<file path="src/rtl/serial_subtractor.sv">
// Bit-serial WIDTH-bit subtractor (diff = a - b, LSB first) built around one
// full-subtractor cell and a registered borrow, with valid/ready on both sides.
module serial_subtractor #(
    parameter int WIDTH = 8
) (
    input  logic             clk,
    input  logic             rst,
    input  logic             in_valid,
    output logic             in_ready,
    input  logic [WIDTH-1:0] a,
    input  logic [WIDTH-1:0] b,
    output logic             out_valid,
    input  logic             out_ready,
    output logic [WIDTH-1:0] diff,
    output logic             borrow_out,
    output logic             overflow
);

    localparam int CNT_W = $clog2(WIDTH);
    localparam logic [CNT_W-1:0] CNT_LAST = CNT_W'(WIDTH - 1);

    typedef enum logic [1:0] {
        IDLE = 2'd0,
        RUN  = 2'd1,
        DONE = 2'd2
    } state_t;

    state_t             state_r;
    logic [WIDTH-1:0]   a_sh_r;
    logic [WIDTH-1:0]   b_sh_r;
    logic [WIDTH-1:0]   diff_sh_r;
    logic               borrow_r;
    logic [CNT_W-1:0]   cnt_r;
    logic               a_msb_r;
    logic               b_msb_r;

    logic               bit_s;
    logic               borrow_next_s;
    logic [WIDTH-1:0]   diff_next_s;

    function automatic logic fs_diff(input logic x, input logic y, input logic bin);
        return x ^ y ^ bin;
    endfunction

    function automatic logic fs_borrow(input logic x, input logic y, input logic bin);
        return (~x & y) | (~(x ^ y) & bin);
    endfunction

    // Full-subtractor cell on the current LSBs and the next diff shift value.
    always_comb begin
        bit_s         = fs_diff(a_sh_r[0], b_sh_r[0], borrow_r);
        borrow_next_s = fs_borrow(a_sh_r[0], b_sh_r[0], borrow_r);
        diff_next_s   = {bit_s, diff_sh_r[WIDTH-1:1]};
    end

    assign in_ready  = (state_r == IDLE);
    assign out_valid = (state_r == DONE);

    // Control FSM, operand/result shift registers and result flags.
    always_ff @(posedge clk or posedge rst) begin
        if (rst) begin
            state_r    <= IDLE;
            a_sh_r     <= '0;
            b_sh_r     <= '0;
            diff_sh_r  <= '0;
            borrow_r   <= 1'b0;
            cnt_r      <= '0;
            a_msb_r    <= 1'b0;
            b_msb_r    <= 1'b0;
            diff       <= '0;
            borrow_out <= 1'b0;
            overflow   <= 1'b0;
        end else begin
            case (state_r)
                IDLE: begin
                    if (in_valid) begin
                        a_sh_r    <= a;
                        b_sh_r    <= b;
                        diff_sh_r <= '0;
                        borrow_r  <= 1'b0;
                        cnt_r     <= '0;
                        a_msb_r   <= a[WIDTH-1];
                        b_msb_r   <= b[WIDTH-1];
                        state_r   <= RUN;
                    end else begin
                        state_r   <= IDLE;
                    end
                end
                RUN: begin
                    a_sh_r    <= {1'b0, a_sh_r[WIDTH-1:1]};
                    b_sh_r    <= {1'b0, b_sh_r[WIDTH-1:1]};
                    diff_sh_r <= diff_next_s;
                    borrow_r  <= borrow_next_s;
                    if (cnt_r == CNT_LAST) begin
                        // The bit produced on this edge is the result MSB.
                        cnt_r      <= '0;
                        diff       <= diff_next_s;
                        borrow_out <= borrow_next_s;
                        overflow   <= (a_msb_r != b_msb_r) && (bit_s != a_msb_r);
                        state_r    <= DONE;
                    end else begin
                        cnt_r      <= cnt_r + CNT_W'(1);
                        state_r    <= RUN;
                    end
                end
                DONE: begin
                    if (out_ready) begin
                        state_r <= IDLE;
                    end else begin
                        state_r <= DONE;
                    end
                end
                default: begin
                    state_r <= IDLE;
                end
            endcase
        end
    end

endmodule
</file>
<file path="config.mk">
export PLATFORM = sky130hd
export DESIGN_NAME = serial_subtractor
export DESIGN_NICKNAME = d
export VERILOG_FILES = /design/src/rtl/serial_subtractor.sv
export SDC_FILE = /design/constraint.sdc
export NUM_CORES = 1
export LEC_CHECK = 0
export BUFFER_PORTS_ARGS = -buffer_cell sky130_fd_sc_hd__buf_4
export CAP_MARGIN = 40
export CORE_ASPECT_RATIO = 0.5
export CORE_UTILIZATION = 40
export DETAILED_ROUTE_END_ITERATION = 6
export GPL_ROUTABILITY_DRIVEN = 0
export GPL_TIMING_DRIVEN = 0
export HOLD_SLACK_MARGIN = 0.05
export PLACE_DENSITY = 0.62
export SETUP_SLACK_MARGIN = 0.05
export SYNTH_ARGS = -nofsm -noshare
export SYNTH_HDL_FRONTEND = slang
export SYNTH_SLANG_ARGS = --single-unit
</file>
<file path="constraint.sdc">
create_clock -name clk -period 2.1 [get_ports clk]
set_input_delay 0.105 -clock clk [delete_from_list [all_inputs] [get_ports clk]]
set_output_delay 0.105 -clock clk [all_outputs]
set_load 0.01 [all_outputs]
</file>
# Yosys cells after proc, flatten, opt, wreduce, memory -nomap -nowiden
# Index checks and enable logic that the tools add are counted.
totals:
  mem_bits_rw: 0
  latch_bits: 0
  ff_bits: 42
  mem_bits_ro: 0
  output_inout_bits: 12
  memories: 0
  in_bits: 20
classes:
  n_reduce_logical: 6
  addsub: 1
  n_div: 0
  bitwise_logic: 7
  order_cmp: 0
  shifts: 0
  muxes: 15
  mul: 0
  n_eq_ne: 6
op_table:
  columns: ["operator", "count"]
  rows:
  - ["8-bit one-hot mux with 2 select lines", 3]
  - ["8-bit two-way mux", 3]
  - ["3-bit two-way mux", 2]
  - ["2-bit one-hot mux with 3 select lines", 1]
  - ["3-bit one-hot mux with 2 select lines", 1]
  - ["2-bit AND reduction", 3]
  - ["2-bit two-way mux", 2]
  - ["3-bit by 1-bit adder with 3-bit output, second input constant", 1]
  - ["3-bit == test, second input constant", 1]
  - ["1-bit bitwise AND", 2]
  - ["2-bit by 1-bit == test with 1-bit output, second input constant", 1]
  - ["2-bit == test, second input constant", 1]
  - ["2-bit zero test", 1]
  - ["1-bit two-way mux", 2]
  - ["1-bit inequality test", 2]
  - ["2-bit inequality test, second input constant", 1]
  - ["1-bit inverter", 2]
  - ["1-bit one-hot mux with 2 select lines", 1]
  - ["2-bit nonzero test", 1]
  - ["1-bit bitwise XOR", 2]
  - ["1-bit logical AND", 1]
  - ["1-bit bitwise OR", 1]

# Longest topological paths before layout
depth:
  ltp_word: 5
  ltp_mapped: 6
  mapped_depth_nobuf: 5

# Least setup slack after synthesis
# Ideal clock, no wire load.
synth_path:
  path_type: "register to register"
  start: "register cnt_r[0]"
  end: "register diff[0]"
  arrival_ps: 1389
  setup_ps: 127
  n_path_buf: 1
  path_stages_with_launch: 6
  path_slack_ps: 584
  path_cell_list: "dfrtp_1 -> ha_1 -> ha_1 -> nand3b_2 -> buf_4 -> mux2_1"
synth_via:
  elab_chain_len: 2
synth_rtl:
  columns: ["item", "line_no", "source"]
  rows:
  - ["from (decl)", "33", "logic [CNT_W-1:0] cnt_r;"]
  - ["from (signal assigned)", "102", "cnt_r <= cnt_r + CNT_W'(1);"]
  - ["3-bit == test", "94", "if (cnt_r == CNT_LAST) begin"]
  - ["2-bit AND reduction (no line)", null, null]
  - ["to (signal assigned)", "97", "diff <= diff_next_s;"]
  - ["to (decl)", "14", "output logic [WIDTH-1:0] diff,"]
# Every way passes these cells.
# A chain may end at the register's enable or synchronous reset.

# Worst setup path after layout
layout_path:
  start: "register cnt_r[0]"
  end: "register diff[1]"
# The elaborated chain is that of the path after synthesis.

==> flow_metrics.env <==
export IMPL_r2r_start="cnt_r[0]"
export IMPL_yosys_warnings=0
export IMPL_grt_start_max_net_pins=32
export IMPL_portBuffers=31
export IMPL_htree_levels=2
export IMPL_synth_edf_count=0
export IMPL_synth_distinct_cells=27
export IMPL_cp_arrival_ns=1.83
export IMPL_vias_per_cell=5.14
export IMPL_r2r_setup_slack_ns=0.44
export IMPL_rsz0062_at_grt="false"
export IMPL_final_cell_area_um2=2190
export IMPL_cp_end_kind="register"
export IMPL_ys_seq_area_share_pct=59.5
export IMPL_dp_hpwl_um=2330
export IMPL_status="completed"
export IMPL_route_detailed_drc=0
export IMPL_grt_util_all_layers_pct=16.2
export IMPL_drv_cap=0
export IMPL_yosysMostFrequentCell="dfrtp_1"
export IMPL_antenna_cells=0
export IMPL_netlist_area_um2=1720
export IMPL_relSlewSlack_pct=70.0
export IMPL_synthTopCellsByCount="dfrtp_1 (41), nand2_1 (18), o21ai_1 (17)"
export IMPL_antenna_found_initial=0
export IMPL_worst_setup_path_start_kind="register"
export IMPL_required_ns=2.27
export IMPL_initial_utilization_pct=42.8
export IMPL_cts_buffer_depth=2
export IMPL_ant_nets=0
export IMPL_worst_hold_startpoint="a[2]"
export IMPL_wire_per_inst_um=13.7
export IMPL_p_leak_nw=1.07
export IMPL_reg2reg_to="diff[1]"
export IMPL_hold_end="a_sh_r[2]"
export IMPL_path_class="reg2reg"
export IMPL_synth_nets=167
export IMPL_cts_made_buffers=5
export IMPL_synth_seq_cells=41
export IMPL_rr_worst_depth=5
export IMPL_tightest_slew_ns=0.450
export IMPL_dp_cells=230
export IMPL_areaGrowthSynthToFinish_pct=26.8
export IMPL_holdPathStages=3
export IMPL_ios=32
export IMPL_cts_resized=0
export IMPL_fin_crit_sh_pct=79.1
export IMPL_yosysTopAreaCellShare_pct=59.5
export IMPL_dieArea_um2=4590
export IMPL_clk_latency_ns=0.29
export IMPL_synth_area_leader_cell="dfrtp_1"
export IMPL_synthArstFlopShare_pct=100
export IMPL_vias=1243
export IMPL_cts_root_buf="clkbuf_8"
export IMPL_hold_path_class="in2reg"
export IMPL_pwr_density_cell_nw_per_um2=1330
export IMPL_final_cells=242
export IMPL_cts_tree="built"
export IMPL_grt_first_pass_wirelength_um=5590
export IMPL_setup_viol=0
export IMPL_die_x_um=94.9
export IMPL_first_iter_violations=34
export IMPL_hold_violations=0
export IMPL_grt_ovfl_total=0
export IMPL_synthCells=144
export IMPL_fin_worst_skew_ns=0.00419
export IMPL_placed_area_um2=2040
export IMPL_fp_row_count=16
export IMPL_slew_violations=0
export IMPL_core_area_um2=4020
export IMPL_wirelength_um=3320
export IMPL_period_needed_ns=1.66
export IMPL_nNetsFinal=210
export IMPL_crit_fanout=10
export IMPL_grt_pass1_vias=1198
export IMPL_drive_above_1_share_pct=30.3
export IMPL_fin_setup_tns_ns=0
export IMPL_peakVddDrop_uv=477
export IMPL_cts_sinks=41
export IMPL_synth_ff_type="dfrtp_1"
export IMPL_avgSynthCellArea_um2=12.0
export IMPL_fmax_mhz=602
export IMPL_fp_dieH_um=48.4
export IMPL_synth_area_top_cells="dfrtp_1 (60%), a22oi_1 (5.7%), a22o_1 (5.6%), o21ai_1 (4.9%), mux2_1 (4.6%)"
export IMPL_dr_pass1_iters=4
export IMPL_clk_pin_slew_ns=0.08
repair_timing:
action / CTS / global route
buffers inserted: 0 / 0
endpoints found under the hold margin: 45 / 0
hold buffers: 4 / 0
metrics by stage:
stage          hold slack, ns  total power [mW]  utilization, %  setup WS [ns]
2_1_floorplan           0.213              2.01               -          0.584
3_3_place_gp            0.307              2.33            50.3          0.443
3_5_place_dp           0.0541              2.37            50.8          0.439
4_1_cts                0.0828              2.94            54.3          0.426
5_1_grt                0.0895              3.12            54.3          0.364
6_report               0.0828              2.91            54.3          0.439
worst max-delay path by stage:
stage                     startpoint  endpoint  depth (start not counted)
after floorplan             cnt_r[0]   diff[0]                          5
after detailed placement    cnt_r[0]   diff[1]                          5
after CTS                   cnt_r[0]   diff[1]                          5
final                       cnt_r[0]   diff[1]                          5
after global routing        cnt_r[0]   diff[1]                          5
after global placement      cnt_r[0]   diff[1]                          5
metal layers:
| layer | vias up | GRT usage (%) | routed length (um) |
|---|---|---|---|
| li1 | 597 | - | - |
| met3 | 4 | 4.72 | 166 |
| met5 | - | 0 | 0 |
| met1 | 611 | 22.1 | 1640 |
| met2 | 31 | 24.9 | 1480 |
| met4 | 0 | 5.30 | 28 |
worst max-delay path, stage by stage, from the launching register on:
cell and delay, ns:
dfrtp_1 0.41, ha_1 0.21, ha_1 0.23, nand3b_2 0.16, buf_4 0.21, mux2_1 0.33
cells by family (layout without fill, tap and decap cells):
| family | after synthesis | count (layout) | share of synthesized area, % |
|---|---|---|---|
| buffers and inverters | 14 | 58 | 4.28 |
| adders and majority gates | 3 | 3 | 2.61 |
| DFF | 41 | 41 | 59.5 |
| muxes | 10 | 10 | 6.53 |
| AOI/OAI and AO/OA | 47 | 47 | 18.7 |
| and+or+nand+nor | 29 | 29 | 8.35 |
power by group:
part / internal (mW) / leakage [nW] / switching, mW
clock network: 0.297 / 0.0542 / 0.262
registers: 1.10 / 0.531 / 0.189
logic: 0.541 / 0.483 / 0.513
layout make-up:
| cell class | instances | area (um^2) |
|---|---|---|
| Multi-Input combinational cell | 89 | 624 |
| Clock inverter | 1 | 5.00 |
| Buffer | 9 | 55.1 |
| Timing Repair Buffer | 36 | 293 |
| Inverter | 5 | 18.8 |
| Clock buffer | 7 | 96.3 |
| Tap cell | 54 | 67.6 |
| Sequential cell | 41 | 1030 |
| Fill cell | 370 | 1840 |
flip-flops by register name, indices dropped and copies added (netlist names):
name        count
overflow        1
borrow_out      1
diff_sh_r       7
borrow_r        1
a_msb_r         1
diff            8
state_r         2
a_sh_r          8
b_sh_r          8
cnt_r           3
b_msb_r         1
cells in the final DEF (no fill, tap or decap), drive strengths merged:
cell / synthesis / final
dfrtp: 41 / 41
nor2b: 2 / 2
clkbuf: 0 / 7
nor3b: 1 / 1
a22oi: 13 / 13
fa: 1 / 1
a21oi: 3 / 3
o21ai: 18 / 18
and3b: 1 / 1
o31ai: 1 / 1
nor2: 2 / 2
nand2: 18 / 18
inv: 5 / 5
buf: 9 / 41
clkinv: 0 / 1
mux2: 10 / 10
dlygate4sd3: 0 / 4
a22o: 11 / 11
ha: 2 / 2
nand2b: 3 / 3
o21bai: 1 / 1
and2b: 1 / 1
nand3b: 1 / 1
Power figures use the tool's default switching activity.
